[src/rtl/cv32e40p_fetch_aligner_if.sv]
// cv32e40p_fetch_aligner_if: fetch-side handshake, branch redirect and aligned-instruction bus of the aligner.
interface cv32e40p_fetch_aligner_if;
    logic        fetch_valid_i;
    logic [31:0] fetch_rdata_i;
    logic        fetch_ready_o;
    logic        branch_i;
    logic [31:0] branch_addr_i;
    logic        instr_valid_o;
    logic [31:0] instr_aligned_o;
    logic        instr_compressed_o;
    logic [31:0] pc_o;
    logic        id_ready_i;
    modport slave (
        input  fetch_valid_i, fetch_rdata_i, branch_i, branch_addr_i, id_ready_i,
        output fetch_ready_o, instr_valid_o, instr_aligned_o, instr_compressed_o, pc_o
    );
    modport master (
        output fetch_valid_i, fetch_rdata_i, branch_i, branch_addr_i, id_ready_i,
        input  fetch_ready_o, instr_valid_o, instr_aligned_o, instr_compressed_o, pc_o
    );
endinterface

[src/rtl/cv32e40p_fetch_aligner.sv]
// cv32e40p_fetch_aligner: reassembles RV32IC instructions from 32-bit prefetch words and tracks their PC.
module cv32e40p_fetch_aligner #(
    parameter logic [31:0] RESET_PC = 32'h0000_0000
) (
    input logic                        clk,
    input logic                        rst,
    cv32e40p_fetch_aligner_if.slave    bus
);
    typedef enum logic [1:0] {ALIGNED, MISALIGNED, BRANCH_SKIP} state_t;
    state_t      state_q;
    logic [31:0] pc_q;
    logic [15:0] hold_q;
    logic        hold_c, word_c, live, valid, accept, ready;
    logic [31:0] instr;
    always_comb begin
        hold_c = hold_q[1:0] != 2'b11;
        word_c = bus.fetch_rdata_i[1:0] != 2'b11;
        live   = !rst && !bus.branch_i;
        valid  = live && (state_q == ALIGNED    ? bus.fetch_valid_i :
                          state_q == MISALIGNED ? (hold_c || bus.fetch_valid_i) : 1'b0);
        instr  = state_q == MISALIGNED ? (hold_c ? {16'h0, hold_q} : {bus.fetch_rdata_i[15:0], hold_q})
                                       : (word_c ? {16'h0, bus.fetch_rdata_i[15:0]} : bus.fetch_rdata_i);
        accept = valid && bus.id_ready_i;
        // A compressed hold_q drains on its own; the current word stays with the prefetcher
        ready  = state_q == BRANCH_SKIP ? live && bus.fetch_valid_i
                                        : accept && !(state_q == MISALIGNED && hold_c);
    end
    assign bus.instr_valid_o      = valid;
    assign bus.instr_aligned_o    = instr;
    assign bus.instr_compressed_o = instr[1:0] != 2'b11;
    assign bus.fetch_ready_o      = ready;
    assign bus.pc_o               = pc_q;
    always_ff @(posedge clk or posedge rst) begin
        if (rst) begin
            state_q <= ALIGNED;
            pc_q    <= RESET_PC;
            hold_q  <= 16'h0;
        end else if (bus.branch_i) begin
            pc_q    <= bus.branch_addr_i & ~32'h1;
            state_q <= bus.branch_addr_i[1] ? BRANCH_SKIP : ALIGNED;
        end else if (state_q == BRANCH_SKIP) begin
            if (bus.fetch_valid_i) begin
                hold_q  <= bus.fetch_rdata_i[31:16];
                state_q <= MISALIGNED;
            end
        end else if (accept) begin
            if (state_q == ALIGNED && word_c) begin
                hold_q  <= bus.fetch_rdata_i[31:16];
                pc_q    <= pc_q + 32'd2;
                state_q <= MISALIGNED;
            end else if (state_q == MISALIGNED && hold_c) begin
                pc_q    <= pc_q + 32'd2;
                state_q <= ALIGNED;
            end else begin
                pc_q <= pc_q + 32'd4;
                if (state_q == MISALIGNED) hold_q <= bus.fetch_rdata_i[31:16];
            end
        end
    end
endmodule

[src/flat_wrapper.sv]
// flat-port wrapper written by rule: the top's interface ports become plain ports
module cv32e40p_fetch_aligner_flat 
#(
    parameter logic [31:0] RESET_PC = 32'h0000_0000
)
  (clk, rst, bus_fetch_valid_i, bus_fetch_rdata_i, bus_branch_i, bus_branch_addr_i, bus_id_ready_i, bus_fetch_ready_o, bus_instr_valid_o, bus_instr_aligned_o, bus_instr_compressed_o, bus_pc_o);
  cv32e40p_fetch_aligner_if bus_i ();
  input logic clk;
  input logic rst;
  input wire logic [$bits(bus_i.fetch_valid_i)-1:0] bus_fetch_valid_i;
  input wire logic [$bits(bus_i.fetch_rdata_i)-1:0] bus_fetch_rdata_i;
  input wire logic [$bits(bus_i.branch_i)-1:0] bus_branch_i;
  input wire logic [$bits(bus_i.branch_addr_i)-1:0] bus_branch_addr_i;
  input wire logic [$bits(bus_i.id_ready_i)-1:0] bus_id_ready_i;
  output wire logic [$bits(bus_i.fetch_ready_o)-1:0] bus_fetch_ready_o;
  output wire logic [$bits(bus_i.instr_valid_o)-1:0] bus_instr_valid_o;
  output wire logic [$bits(bus_i.instr_aligned_o)-1:0] bus_instr_aligned_o;
  output wire logic [$bits(bus_i.instr_compressed_o)-1:0] bus_instr_compressed_o;
  output wire logic [$bits(bus_i.pc_o)-1:0] bus_pc_o;
  assign bus_i.fetch_valid_i = bus_fetch_valid_i;
  assign bus_i.fetch_rdata_i = bus_fetch_rdata_i;
  assign bus_i.branch_i = bus_branch_i;
  assign bus_i.branch_addr_i = bus_branch_addr_i;
  assign bus_i.id_ready_i = bus_id_ready_i;
  assign bus_fetch_ready_o = bus_i.fetch_ready_o;
  assign bus_instr_valid_o = bus_i.instr_valid_o;
  assign bus_instr_aligned_o = bus_i.instr_aligned_o;
  assign bus_instr_compressed_o = bus_i.instr_compressed_o;
  assign bus_pc_o = bus_i.pc_o;
  cv32e40p_fetch_aligner #(.RESET_PC(RESET_PC)) u_core (.clk(clk), .rst(rst), .bus(bus_i));
endmodule
[config.mk]
export PLATFORM = sky130hd
export DESIGN_NAME = cv32e40p_fetch_aligner_flat
export DESIGN_NICKNAME = d
export VERILOG_FILES = /design/src/rtl/cv32e40p_fetch_aligner_if.sv /design/src/rtl/cv32e40p_fetch_aligner.sv /design/src/flat_wrapper.sv
export SDC_FILE = /design/constraint.sdc
export NUM_CORES = 1
export LEC_CHECK = 0
export CAP_MARGIN = 20
export CELL_PAD_IN_SITES_DETAIL_PLACEMENT = 0
export CELL_PAD_IN_SITES_GLOBAL_PLACEMENT = 2
export CORE_ASPECT_RATIO = 1.4
export CORE_MARGIN = 4
export CORE_UTILIZATION = 25
export CTS_CLUSTER_DIAMETER = 120
export DETAILED_ROUTE_END_ITERATION = 8
export PLACE_DENSITY_LB_ADDON = 0.05
export SLEW_MARGIN = 20
export SYNTH_ARGS = -nofsm -noshare
export SYNTH_HDL_FRONTEND = slang
export SYNTH_SLANG_ARGS = --single-unit
[constraint.sdc]
create_clock -name clk -period 2.5 [get_ports clk]
set_input_delay 0.75 -clock clk [delete_from_list [all_inputs] [get_ports clk]]
set_output_delay 0.75 -clock clk [all_outputs]
set_load 0.05 [all_outputs]
Word level (Yosys, flattened, before mapping)
Cells that the tools add are included.
Widths: inputs -> output; s select.
{"block": "totals", "regBits": 50, "input_bits": 69, "output_inout_bits": 67, "elab_cells": 59}
{"block": "classes", "addsub": 2, "n_eq_ne": 9, "muxes": 24, "bitwise": 1, "n_reduce_logical": 20}
{"op": "$mux 32", "n": 8}
{"op": "$mux 16", "n": 6}
{"op": "$add 32x2->32 const B", "n": 1}
{"op": "$add 32x3->32 const B", "n": 1}
{"op": "$mux 2", "n": 7}
{"op": "$ne 2x2->1 const B", "n": 5}
{"op": "$logic_and 1x1->1", "n": 7}
{"op": "$reduce_bool 3->1", "n": 2}
{"op": "$reduce_and 5->1", "n": 1}
{"op": "$reduce_bool 2->1", "n": 2}
{"op": "$reduce_bool 4->1", "n": 1}
{"op": "$logic_not 1->1", "n": 3}
{"op": "$mux 1", "n": 3}
{"op": "$ne 3x2->1 const B", "n": 1}
{"op": "$ne 3x3->1 const B", "n": 1}
{"op": "$reduce_and 3->1", "n": 1}
{"op": "$eq 2x1->1 const B", "n": 1}
{"op": "$eq 2x2->1 const B", "n": 1}
{"op": "$logic_not 2->1", "n": 1}
{"op": "$reduce_and 2->1", "n": 1}
{"op": "$logic_or 1x1->1", "n": 1}
{"op": "$not 1->1", "n": 1}

Depth between registers and ports, before layout
Gate-level depths: netlist of run 1.
{"block": "logic_depth", "depth_word": 9, "ltp_mapped": 8, "depth_no_buf": 6}

Least setup slack after synthesis of run 1
Ideal clock, no wire load.
{"block": "synth_timing", "path_type": "input to output", "from": "input bus_branch_i", "to": "output bus_fetch_ready_o", "t_arrival_ns": 2.772, "required_time_ns": 1.750, "slack_ns": -1.022, "cell_stages": 3, "n_path_buf": 2, "path_cell_list": "clkbuf_8 -> clkbuf_1 -> nor4b_1"}
{"block": "synth_between", "elab_chain_len": 6, "word_cells_on_any_way": 7, "classes_between": "1 x mux; 6 x reduce/logical"}
{"element": "from (decl)", "line": "flat_wrapper.sv:12", "source": "input wire logic [$bits(bus_i.branch_i)-1:0] bus_branch_i;"}
{"element": "$logic_not 1->1 (*)", "line": "cv32e40p_fetch_aligner.sv:18", "source": "live = !rst && !bus.branch_i;"}
{"element": "$logic_and 1x1->1 (*)", "line": "cv32e40p_fetch_aligner.sv:18"}
{"element": "$logic_and 1x1->1", "line": "cv32e40p_fetch_aligner.sv:19", "source": "valid = live && (state_q == ALIGNED ? bus.fetch_valid_i :"}
{"element": "$logic_and 1x1->1", "line": "cv32e40p_fetch_aligner.sv:23", "source": "accept = valid && bus.id_ready_i;"}
{"element": "$logic_and 1x1->1", "line": "cv32e40p_fetch_aligner.sv:26", "source": ": accept && !(state_q == MISALIGNED && hold_c);"}
{"element": "$mux 1 (*)", "line": "cv32e40p_fetch_aligner.sv:25", "source": "ready = state_q == BRANCH_SKIP ? live && bus.fetch_valid_i"}
{"element": "to (decl)", "line": "flat_wrapper.sv:15", "source": "output wire logic [$bits(bus_i.fetch_ready_o)-1:0] bus_fetch_ready_o;"}
Mark *: on every way between the ends. The rest lies on a longest branch, timed or not.

Final worst setup path of run 1
{"block": "layout_timing", "from": "input bus_fetch_rdata_i[0]", "to": "output bus_instr_aligned_o[25]"}
{"block": "layout_between", "elab_chain_len": 3}
{"element": "from (decl)", "line": "flat_wrapper.sv:11", "source": "input wire logic [$bits(bus_i.fetch_rdata_i)-1:0] bus_fetch_rdata_i;"}
{"element": "$ne 2x2->1", "line": "cv32e40p_fetch_aligner.sv:17", "source": "word_c = bus.fetch_rdata_i[1:0] != 2'b11;"}
{"element": "$mux 32", "line": "cv32e40p_fetch_aligner.sv:22", "source": ": (word_c ? {16'h0, bus.fetch_rdata_i[15:0]} : bus.fetch_rdata_i);"}
{"element": "$mux 32", "line": "cv32e40p_fetch_aligner.sv:21", "source": "instr = state_q == MISALIGNED ? (hold_c ? {16'h0, hold_q} : {bus.fetch_rdata_i[15:0], hold_q})"}
{"element": "to (decl)", "line": "flat_wrapper.sv:17", "source": "output wire logic [$bits(bus_i.instr_aligned_o)-1:0] bus_instr_aligned_o;"}
Every way passes these cells.

==> results of run 1 <==
==> cell usage in the layout (no fill, tap or decap), drive strengths merged, types with 13 or more instances in the layout <==
cell type	instances
a22o	14
clkdlybuf4s50	89
buf	83
nand3	19
mux2	36
o21ai	24
nor2	13
nand4	14
dfrtp	49
nand2	41
==> worst max-delay path, cell delays in order <==
cell and delay (ps):
sky130_fd_sc_hd__clkdlybuf4s15_2 230, sky130_fd_sc_hd__and3_4 190, sky130_fd_sc_hd__buf_12 140, sky130_fd_sc_hd__a22o_2 230, sky130_fd_sc_hd__buf_12 150
==> cells by family (layout without fill, tap and decap cells) <==
family / count (synthesis) / in the layout / share of synthesized area [%]
muxes: 37 / 37 / 12.4
buffers and inverters: 30 / 195 / 4.69
and+or+nand+nor: 119 / 119 / 19.9
other: 1 / 1 / 0.112
AOI/OAI and AO/OA: 82 / 82 / 20.7
DFF: 49 / 49 / 36.7
adders and majority gates: 2 / 2 / 0.750
xor gates and xnor gates: 18 / 18 / 4.72
==> timing repair <==
item                       in CTS  in global routing
buffers inserted                0                  1
setup endpoints to repair      35                 18
resized for setup              14                  3
hold buffers                    0                  0
pin swaps                       1                  0
==> report_power, final <==
part | internal [mW] | switching (mW) | total [mW]
sequential | 0.938 | 0.131 | 1.07
combinational | 0.546 | 0.672 | 1.22
clock | 0.476 | 0.327 | 0.803
==> sequential cells by signal, indices dropped and copies added (netlist names) <==
| name | count |
|---|---|
| u_core.bus.pc_o | 31 |
| u_core.hold_q | 16 |
| u_core.state_q | 2 |
==> layout make-up <==
class | instances | area, sq um
multi-input cells | 259 | 2000
fillers | 1325 | 7420
well taps | 178 | 223
flip-flops and latches | 49 | 1230
clock buffers | 6 | 129
inverters | 10 | 37.5
clock inverters | 2 | 38.8
repair buffers | 177 | 1860
==> metrics by stage <==
step	std cells	cell area, sq um
2_1_floorplan	338	3380
3_3_place_gp	672	5320
3_5_place_dp	672	5320
4_1_cts	680	5500
5_1_grt	681	5520
6_report	681	5520
==> layer usage <==
metal | up-vias | GRT usage (%)
met5 | - | 0
met4 | 0 | 3.62
li1 | 1596 | -
met3 | 8 | 2.71
met1 | 1536 | 17.2
met2 | 104 | 29.6
==> final timing paths <==
check	cells past startpoint	to	slack, ps
max	5	bus_instr_aligned_o[25]	50
min	1	u_core.hold_q[2]$_DFFE_PP0P_	510
max reg2reg	5	u_core.bus.pc_o[25]$_DFFE_PP0P_	300
min reg2reg	1	u_core.hold_q[2]$_DFFE_PP0P_	510
max in group asynchronous	4	u_core.hold_q[1]$_DFFE_PP0P_	1280
min in group asynchronous	4	u_core.bus.pc_o[10]$_DFFE_PP0P_	830
==> results.txt, run 1 <==
The run finished with clean final reports. The leakage power is 2.16 nW. The worst path uses 98.0% of the clock period. Dividing the detail-routed wire length by the instance count gives 17.1 microns.

The number of maximum-capacitance violations is 0. The leading register cell type out of synthesis is sky130_fd_sc_hd__dfrtp_1. Across every metal layer, demand over resource in global routing totals 15.2%. The count of cell types in the netlist is 61.

The proportion of netlist area held by the largest area contributor came out at 36.7%. In this run the standard cell core region covers 12,900 sq um. The estimated wirelength of the detail-placed design came out at 9.26 mm.

The critical path is of the in2out type. The path class of the lowest-slack min-delay path is reg2reg. The final hold slack is between 500 and 600 ps. The initial antenna violation count came to 0. The count of antenna diodes in the layout is 0. The routed metal-1 wirelength is 4.60 mm. The type of origin of the critical path is a primary input. The CTS sink count came out at 49. The slew at the pin with the worst max-slew slack came out at roughly 570 ps. For the worst setup path, the data arrival time is 1700 ps.

The buffer cell driving the clock tree root is sky130_fd_sc_hd__clkbuf_16. Setup repair after global routing left no endpoint under its margin. By area the synthesized netlist is led by sky130_fd_sc_hd__dfrtp_1 37%, sky130_fd_sc_hd__mux2_2 12%, sky130_fd_sc_hd__nand2_1 4.6%. The final wirelength came out at 11.7 mm. The origin of the worst min-delay path is u_core.hold_q[2]$_DFFE_PP0P_. The final weighted congestion of routability-driven global placement came out at 0.760.

The ratio of cells with drive above 1 in the final layout is between 30 and 40%. For this run, design rule violations remaining after detail routing come to 0. The number of rows created at floorplan came out at 49. In this run the critical register-to-register path is launched from u_core.bus.pc_o[9]$_DFFE_PP0P_. The highest metal layer carrying signal wires in the routed design is met4. The maximum level of the CTS H-tree came out at 2. The aggregate negative setup slack came out at 0 ps. The total CTS buffers is 5.

For this run, the share of the core covered by cells in the final layout is 42.6%. Yosys instantiated no cell more often than sky130_fd_sc_hd__dfrtp_1. The number of enable-type register cells in the synthesized netlist came out at 0.

The width of the chip is ~110 microns. The worst clock skew on the final layout came out at 9.22 ps. By count the netlist is led by 49 x sky130_fd_sc_hd__dfrtp_1, 41 x sky130_fd_sc_hd__nand2_1, 36 x sky130_fd_sc_hd__mux2_2. The chip height is 145 microns. The met3 layer wire length in the routed design came out at 686 microns.

The number of nets in the synthesized netlist is 409. Across all setup checks in the final design, the least slack found is between 50 and 60 ps. The number of hold violations in the final report came out at 0. The flop and latch count out of synthesis came out at 49.

The die covers 15,300 sq um. The pre-antenna-repair detailed-routing pass consisted of 4 iterations. After detailed routing, the number of vias per cell comes to ~4.8. approximately 140 I/O pins were placed. The layout net count came out at about 570. The register area share after synthesis is 36.7%. In this run the cell area of the synthesized design comes to 3340 sq um. Setup violations remaining at the end of the flow were counted as 0. The smallest clock period supported by the final layout is computed as 2450 ps. The number of nets still failing antenna checks after routing came out at 0. The worst slew margin relative to its limit came out at 62.1%. The worst voltage drop across the vdd grid is 0.000287 V. The instance count of the mapped netlist is between 300 and 400. Of all nets on the critical path, the largest fanout is 14. The first global-routing pass estimated 18.3 mm of wire.

The average cell area after synthesis came out at 9.87 sq um. The number of global-route vias before repair is 3,471. Tracing the worst setup path back leads to its startpoint at bus_fetch_rdata_i[0].

The overall power of the completed layout came out at 3.09 mW. The count of synthesis-stage warnings from yosys is 0. After clock tree synthesis, the clock-pin slew on the worst setup and hold paths is 70 ps. The first routing iteration left a little over 90 violations. The total power divided by cell area is 560 nW/um^2. The area added between synthesis and finish came out at 65.3%. The share of async-settable or async-resettable flops after synthesis came out at 100%.

The global-route congestion overflow total is 0. The pin count of the biggest net entering global routing is 35. The clock passes through at most 2 buffers.

The category of the worst setup path capture point is a primary output. The initial core utilization is about a quarter. The maximum operating frequency came out at between 0.4 and 0.5 GHz. The wire length on met2 came out at 6.24 mm. The number of pins exceeding their max-slew limit in the final report is 0.

Before CTS, the worst setup slack after placement is -305 ps. The worst-skew pair later-pin latency came out at ~300 ps. TritonCTS built the clock tree. The via count is 3,244. The count of buffers added on input and output ports is about 130. STA puts the critical path data required time at 1750 ps. The biggest area contributor in the post-synthesis netlist is sky130_fd_sc_hd__dfrtp_1.
Power figures use the tool's default switching activity.
==> run 2: changes to the inputs <==
--- a/config.mk
+++ b/config.mk
@@ -9,7 +9,6 @@
 export CELL_PAD_IN_SITES_DETAIL_PLACEMENT = 0
 export CELL_PAD_IN_SITES_GLOBAL_PLACEMENT = 2
 export CORE_ASPECT_RATIO = 1.4
-export CORE_MARGIN = 4
 export CORE_UTILIZATION = 25
 export CTS_CLUSTER_DIAMETER = 120
 export DETAILED_ROUTE_END_ITERATION = 8
==> constraint.sdc (replaced) <==
create_clock -name clk -period 2.4 [get_ports clk]
set_input_delay 0.72 -clock clk [delete_from_list [all_inputs] [get_ports clk]]
set_output_delay 0.72 -clock clk [all_outputs]
set_load 0.005 [all_outputs]
==> run 2 against run 1 <==
Design area shrank 2.5%. Clock-buffer cell count is the same. Clock skew shrank 2.1 ps. Largest cell class unchanged. Highest routed layer unchanged.
==> results.txt, run 2 (same netlist as run 1, synthesis figures left out) <==
Summed over all cells, the static leakage comes to about 2.2 nW. The slack of the critical path came out at 8.08 ps. The number of global-route vias before repair came out at 3,475. The count of antenna diodes in the layout came out at 0. The violation count after the first detailed-routing iteration is 62. The end of the worst register-to-register path is u_core.bus.pc_o[25]$_DFFE_PP0P_. The beginning of the worst register-to-register path is u_core.bus.pc_o[7]$_DFFE_PP0P_. The final layout contains ~580 nets.

The worst voltage drop across the vdd grid is 0.000264 V. The ratio of cells with drive above 1 in the final layout came out at between 20% and 30%. The minimum period implied by the final worst setup slack came out at 2390 ps.

The part of the cycle the worst path needs came out at approximately 100%. The number of pins exceeding their max-slew limit in the final report came out at 0. Summing all flip-flop and latch instances after layout gives 1230 sq um.

The aggregate global-route resource usage is 16.7%. The I/O pin total is approximately 140. The initial antenna violation count is 0. The floorplan step set the die width to 99.6 microns. For this design, the sink count on the clock tree is 49. The number of hold violations in the final report is 0. The final layout contains routed wiring with a total length of 11.2 mm. Timing would allow up to between 0.4 and 0.5 GHz. The global-route wire length before repair is 18.1 mm.

After detailed routing, the average wire length per cell comes to 16.2 microns. Leaving out fill and tap cells, the most frequent cell in the layout is sky130_fd_sc_hd__clkdlybuf4s50_1. From bottom edge to top edge, the die measures 139 microns. The floorplan die area is 13,800 sq um. The initial core utilization came out at 25.8%.

The worst setup path is captured at a primary output. The type of origin of the critical path is a primary input. The worst setup timing slack at the placement stage is -498 ps. The min-delay analysis places its worst path in the category reg2reg. The total area of multi-input combinational cells is between 1500 and 2000 sq um.

The area growth from synthesis to layout is 61.1%. After clock tree synthesis, the clock-pin slew on the worst setup and hold paths is 70 ps. After filler insertion, the fill cell instance count of the layout stands at about 1,300. At the worst endpoint, the arrival time is 1670 ps. The final hold slack is slightly above 500 ps. The number of rows created at floorplan came out at 49.

The total power divided by cell area is approximately 530 nW/um^2. The worst clock skew on the final layout is approximately 7 ps. The via count came out at 3,299. The slack of the worst reg-to-reg path came out at 230 ps. The estimated wirelength of the detail-placed design came out at 8.57 mm.

The overall power of the completed layout came out at 2.83 mW. The origin of the worst min-delay path is u_core.hold_q[9]$_DFFE_PP0P_. For this run, the detailed router's first-pass iteration total came to 4. The run finished with clean final reports. The maximum level of the CTS H-tree is 2. The worst slew margin relative to its limit came out at between 60% and 70%. The total CTS buffers came out at 5. The detailed-route DRC error count came out at 0. For this design, the slowest cell found on the critical path is sky130_fd_sc_hd__clkdlybuf4s50_1. The number of failing setup endpoints in the final timing report came out at 0. The worst-skew pair later-pin latency came out at around 300 ps. The delay of the slowest critical-path stage is about 420 ps. Counting instances, the worst hold path has a depth of 1. Buffers placed on the I/O ports in this run total 133. Counting along the longest clock path gives a buffer depth of 2.

Of all nets on the critical path, the largest fanout is 2. The number of maximum-capacitance violations came out at 0. The global-route congestion overflow total is 0. The library cells used most frequently in the layout, excluding fill and tap cells, are 86 x sky130_fd_sc_hd__clkdlybuf4s50_1, 49 x sky130_fd_sc_hd__dfrtp_1, 45 x sky130_fd_sc_hd__buf_4, 41 x sky130_fd_sc_hd__nand2_1, 36 x sky130_fd_sc_hd__mux2_2. The required time at the worst-slack endpoint is 1680 ps. Setup repair after global routing left no endpoint under its margin. The start-to-end type of the worst setup path is in2out. The number of cells traversed by the worst register-to-register path came out at 5.

The number of nets still failing antenna checks after routing came out at 0. The ratio of routed vias to standard cells came out at 4.78. The worst hold path terminates at u_core.hold_q[9]$_DFFE_PP0P_.

The pin count of the biggest net entering global routing came out at 50. TritonCTS built the clock tree. The critical path goes through clkdlybuf4s50_1, mux2_2, dlygate4sd2_1. For the pin with the worst max-slew slack, the measured transition is ~530 ps.

At the end of routability-driven placement, the weighted congestion stood at 0.713. The number of flip-flops in the largest register came out at 31. The root buffer cell chosen for the clock tree is sky130_fd_sc_hd__clkbuf_16. The core area is 12,900 sq um.
run 2: changes by cell type in the layout (fill, tap and decap cells not counted), sizes merged:
cell,previous run,this run
buf,83,67
clkinv,2,1
bufbuf,0,1
dlygate4sd2,3,16
clkdlybuf4s15,2,10
dlymetal6s2s,0,5
clkbuf,6,7
clkinvlp,0,1
clkdlybuf4s50,89,86
run 2: area by class of cell:
type / instances / share of cell area, %
multi-input combinational: 259 / 36.7
timing repair buffer: 186 / 32.3
sequential: 49 / 22.8
tap: 178 / 4.14
clock buffer: 6 / 2.58
clock inverter: 2 / 0.698
inverter: 10 / 0.698
run 2: worst max-delay path by stage:
stage / start / end / slack, ps / depth (start not counted)
2_1_floorplan: bus_branch_i / u_core.hold_q[0]$_DFFE_PP0P_ / 50 / 7
3_3_place_gp: bus_fetch_rdata_i[0] / bus_instr_aligned_o[22] / -500 / 5
3_5_place_dp: bus_fetch_rdata_i[1] / bus_instr_aligned_o[22] / -500 / 5
4_1_cts: bus_fetch_rdata_i[1] / bus_instr_aligned_o[22] / -40 / 6
5_1_grt: bus_fetch_rdata_i[4] / bus_instr_aligned_o[4] / 0.2 / 3
6_report: bus_fetch_rdata_i[13] / bus_instr_aligned_o[13] / 8 / 3
run 2: routing by layer:
layer / GRT usage (%) / vias to the layer above / routed length [microns]
li1: - / 1618 / -
met1: 18.8 / 1574 / 4520
met2: 31.9 / 99 / 5990
met3: 2.67 / 8 / 530
met4: 4.57 / 0 / 156
met5: 0 / - / 0
run 2: what timing repair did:
action | CTS | global route
pin swaps | 4 | 0
setup buffers | 1 | 0
endpoints found under the hold margin | 0 | 0
endpoints found under the setup margin | 65 | 14
resized for setup | 96 | 15
gates cloned | 1 | 0
hold buffers | 0 | 0
run 2: through the flow:
stage	instances	utilization, %	setup TNS [ps]	area, sq um
finish	690	41.6	0	5380
detailed placement	680	40.2	-26010	5200
CTS	690	41.3	-44.2	5350
global placement	680	40.2	-26860	5200
global route	690	41.6	0	5380
floorplan	338	-	0	3340
run 2: critical path: cells and delay by family:
family | cells | cell delay (ps)
buffers and inverters | 2 | 680
multiplexers | 1 | 260
run 2: power by group:
part	internal, mW	switching, mW	total, mW
clock	0.521	0.340	0.862
combinational	0.523	0.354	0.876
sequential	0.975	0.113	1.09
total	2.02	0.807	2.83
==> run 3: changes to the inputs <==
--- a/config.mk
+++ b/config.mk
@@ -12,6 +12,7 @@
 export CORE_UTILIZATION = 25
 export CTS_CLUSTER_DIAMETER = 120
 export DETAILED_ROUTE_END_ITERATION = 8
+export MAX_ROUTING_LAYER = met4
 export PLACE_DENSITY_LB_ADDON = 0.05
 export SLEW_MARGIN = 20
 export SYNTH_ARGS = -nofsm -noshare
==> run 3 against run 2 <==
Critical path depth did not move. Sequential share of layout area unchanged. Sequential power hardly changed. Power about the same. Register-to-register slack is essentially flat. Fmax is the same. Clock power about the same. Utilization unchanged. Global-route usage up 0.53 points. Clock-buffer cell count unchanged. Critical path type unchanged. Critical endpoint unchanged. Largest power group unchanged. Highest routed layer unchanged.
==> results.txt, run 3 (same netlist as run 1, synthesis figures left out) <==
The flow ran to the end, and the final reports show no timing, DRC or antenna violations. In this run the worst hold path is classified as reg2reg. Setup repair after global routing left no endpoint under its margin. The clock transition at the registers of the reported paths came out at 70 ps.

The internal power consumption is 2.02 mW. The clock network is responsible for 30.5% of the overall power. The final standard cell area without fillers is around 5400 sq um. The slack of the critical path came out at 8.08 ps.

The minimum period implied by the final worst setup slack came out at 2390 ps. The number of rows created at floorplan came out at 49. After the last flow step, the layout net total stands at between 500 and 600. The total area inside the core boundary comes to 12,900 sq um. The count of antenna diodes in the layout is 0.

The part of the power in registers is 38.5%. The number of maximum-capacitance violations came out at 0. The aggregate global-route resource usage came out at 17.2%.

The die covers ~14,000 sq um. The type of origin of the critical path is a primary input. Net switching is between 20% and 30% of the power. The clock tree from TritonCTS is done. In the layout the commonest cells are 86 x sky130_fd_sc_hd__clkdlybuf4s50_1, 49 x sky130_fd_sc_hd__dfrtp_1, 45 x sky130_fd_sc_hd__buf_4, 41 x sky130_fd_sc_hd__nand2_1, 36 x sky130_fd_sc_hd__mux2_2. The number of pins exceeding their max-slew limit in the final report came out at 0. From left edge to right edge, the die measures roughly 100 microns. The number of failing setup endpoints in the final timing report is 0. The total power divided by cell area is between 500 and 600 nW/um^2. Traced cell by cell, the critical path runs through clkdlybuf4s50_1, mux2_2, dlygate4sd2_1.

The final wirelength is 11.2 mm. The CTS sink count is 49. The number of hold violations in the final report came out at 0.

The share of total power dissipated in combinational logic is 31.0%. The final cell utilization of the core came out at 41.6%. The number of global-route vias before repair came out at 3,473. Based on the critical path, the design can be clocked at up to approximately 0.42 GHz. In the final timing run, aggregate negative setup slack is 0 ps. The register with the most flip-flops in the layout has 31 of them. The start-to-end type of the worst setup path is in2out. The delay of the slowest critical-path stage came out at roughly 420 ps. Summed over all cells, the static leakage comes to around 2.2 nW.

The overall power of the completed layout came out at roughly 2.8 mW. The global-route congestion overflow total is 0. The count of input and output buffers came out at 133. The worst clock skew on the final layout came out at around 6.7 ps. In this run the power spent charging and discharging nets is slightly above 0.8 mW. After detailed routing, the average wire length per cell comes to 16.3 microns.

The maximum level of the CTS H-tree came out at 2. The wire-length estimate of the detail-placed layout is 8.57 mm. The area added between synthesis and finish is 61.1%.

The maximum net fanout on the critical path is 2. The worst setup path is captured at a primary output. The number of buffers on the longest clock path came out at 2. In this run the most critical hold path is launched from u_core.hold_q[9]$_DFFE_PP0P_. The number of cells traversed by the worst register-to-register path is 5. The total CTS buffers came out at 5. Entering global routing, the biggest net connects 50 pins.

The first global-routing pass estimated 18.2 mm of wire. STA puts the critical path data required time at 1680 ps. At the later pin of the worst-skew pair, clock insertion delay measures approximately 300 ps. The worst pin sits at a relative slew slack of 64.7%. In the final layout, the share of cells above drive strength 1 is 26.4%.

The ratio of routed vias to standard cells is approximately 4.8. For this design, the slowest cell found on the critical path is sky130_fd_sc_hd__clkdlybuf4s50_1. The data arrival time at the worst-slack endpoint is between 1500 and 2000 ps. The post-placement cell area is about 5200 sq um. Setup slack on the worst reg-to-reg path comes out at 230 ps. The startpoint identified for the worst register-to-register timing path is u_core.bus.pc_o[7]$_DFFE_PP0P_.

The number of instances on the worst hold path is 1. For this design, the CTS-stage hold fixing added 0 buffers. The slew at the pin with the worst max-slew slack is 528 ps.

IR analysis of the VDD net gives a maximum drop of 0.000264 V. The congestion estimate from routability-driven global placement came to 0.721. The initial core utilization came out at 25.8%. The worst register-to-register path ends at u_core.bus.pc_o[25]$_DFFE_PP0P_. The library cell used most frequently in the layout, excluding fill and tap cells, is sky130_fd_sc_hd__clkdlybuf4s50_1.

The chip height is 139 microns. In this run the count of I/O pins placed on the die edge is 136. The number of nets still failing antenna checks after routing came out at 0. The initial antenna violation count is 0. The via count came out at 3,291. In this run, the number of DRC markers left after iteration 0 of detailed routing was 62.

For hold timing, the worst endpoint is u_core.hold_q[9]$_DFFE_PP0P_. After layout, the worst path uses 99.7% of the clock period. Clock tree synthesis selected as its root buffer the cell sky130_fd_sc_hd__clkbuf_16. The number of detailed-routing iterations run before antenna repair came out at 4. The detailed-route DRC error count is 0. The worst setup timing slack at the placement stage came out at -498 ps.
-- run 3: cell counts in the layout (fill, tap and decap cells not counted) --
Identical to the previous run, type by type.
-- run 3: critical path: cells and delay by family --
family   cells  cell delay (ps)
buf+inv      2              680
mux          1              260
-- run 3: power by group through the flow --
stage | combinational, mW | sequential (mW) | clock, mW
2_1_floorplan | 0.395 | 1.10 | 0
3_3_place_gp | 0.906 | 1.10 | 0
3_5_place_dp | 0.910 | 1.10 | 0
4_1_cts | 0.891 | 1.09 | 0.898
5_1_grt | 0.958 | 1.12 | 0.931
6_report | 0.876 | 1.09 | 0.861
-- run 3: through the flow --
step	std cells	hold WS, ps
floorplan	338	477
global placement	680	486
detailed placement	680	493
CTS	690	511
global route	690	526
finish	690	504
-- run 3: repair_timing --
| item | 4_1_cts | 5_1_grt |
|---|---|---|
| setup endpoints to repair | 65 | 14 |
| buffers inserted | 1 | 0 |
| endpoints found under the hold margin | 0 | 0 |
| gates cloned | 1 | 0 |
| gates resized for setup | 96 | 15 |
| pin swaps | 4 | 0 |
-- run 3: worst max-delay path by stage --
stage / end / startpoint / slack, ps
after detailed placement: bus_instr_aligned_o[22] / bus_fetch_rdata_i[1] / -500
after global placement: bus_instr_aligned_o[22] / bus_fetch_rdata_i[0] / -500
after CTS: bus_instr_aligned_o[22] / bus_fetch_rdata_i[1] / -40
after floorplan: u_core.hold_q[0]$_DFFE_PP0P_ / bus_branch_i / 50
after global routing: bus_instr_aligned_o[4] / bus_fetch_rdata_i[4] / 0.2
final: bus_instr_aligned_o[13] / bus_fetch_rdata_i[13] / 8
-- run 3: per-layer routing --
metal,track usage (%),share of wire [%],wire [microns],vias to the layer above
li1,-,-,-,1616
met1,19.0,41,4580,1567
met2,31.9,53,5990,101
met3,2.42,4.5,511,7
met4,4.57,1.4,161,0
met5,-,0,0,-
-- run 3: area by class of cell --
class | instances | area [sq um]
Multi-Input combinational cell | 259 | 1980
Timing Repair Buffer | 186 | 1740
Clock buffer | 6 | 139
Sequential cell | 49 | 1230
Clock inverter | 2 | 37.5
Fill cell | 1287 | 7560
Inverter | 10 | 37.5
Tap cell | 178 | 223
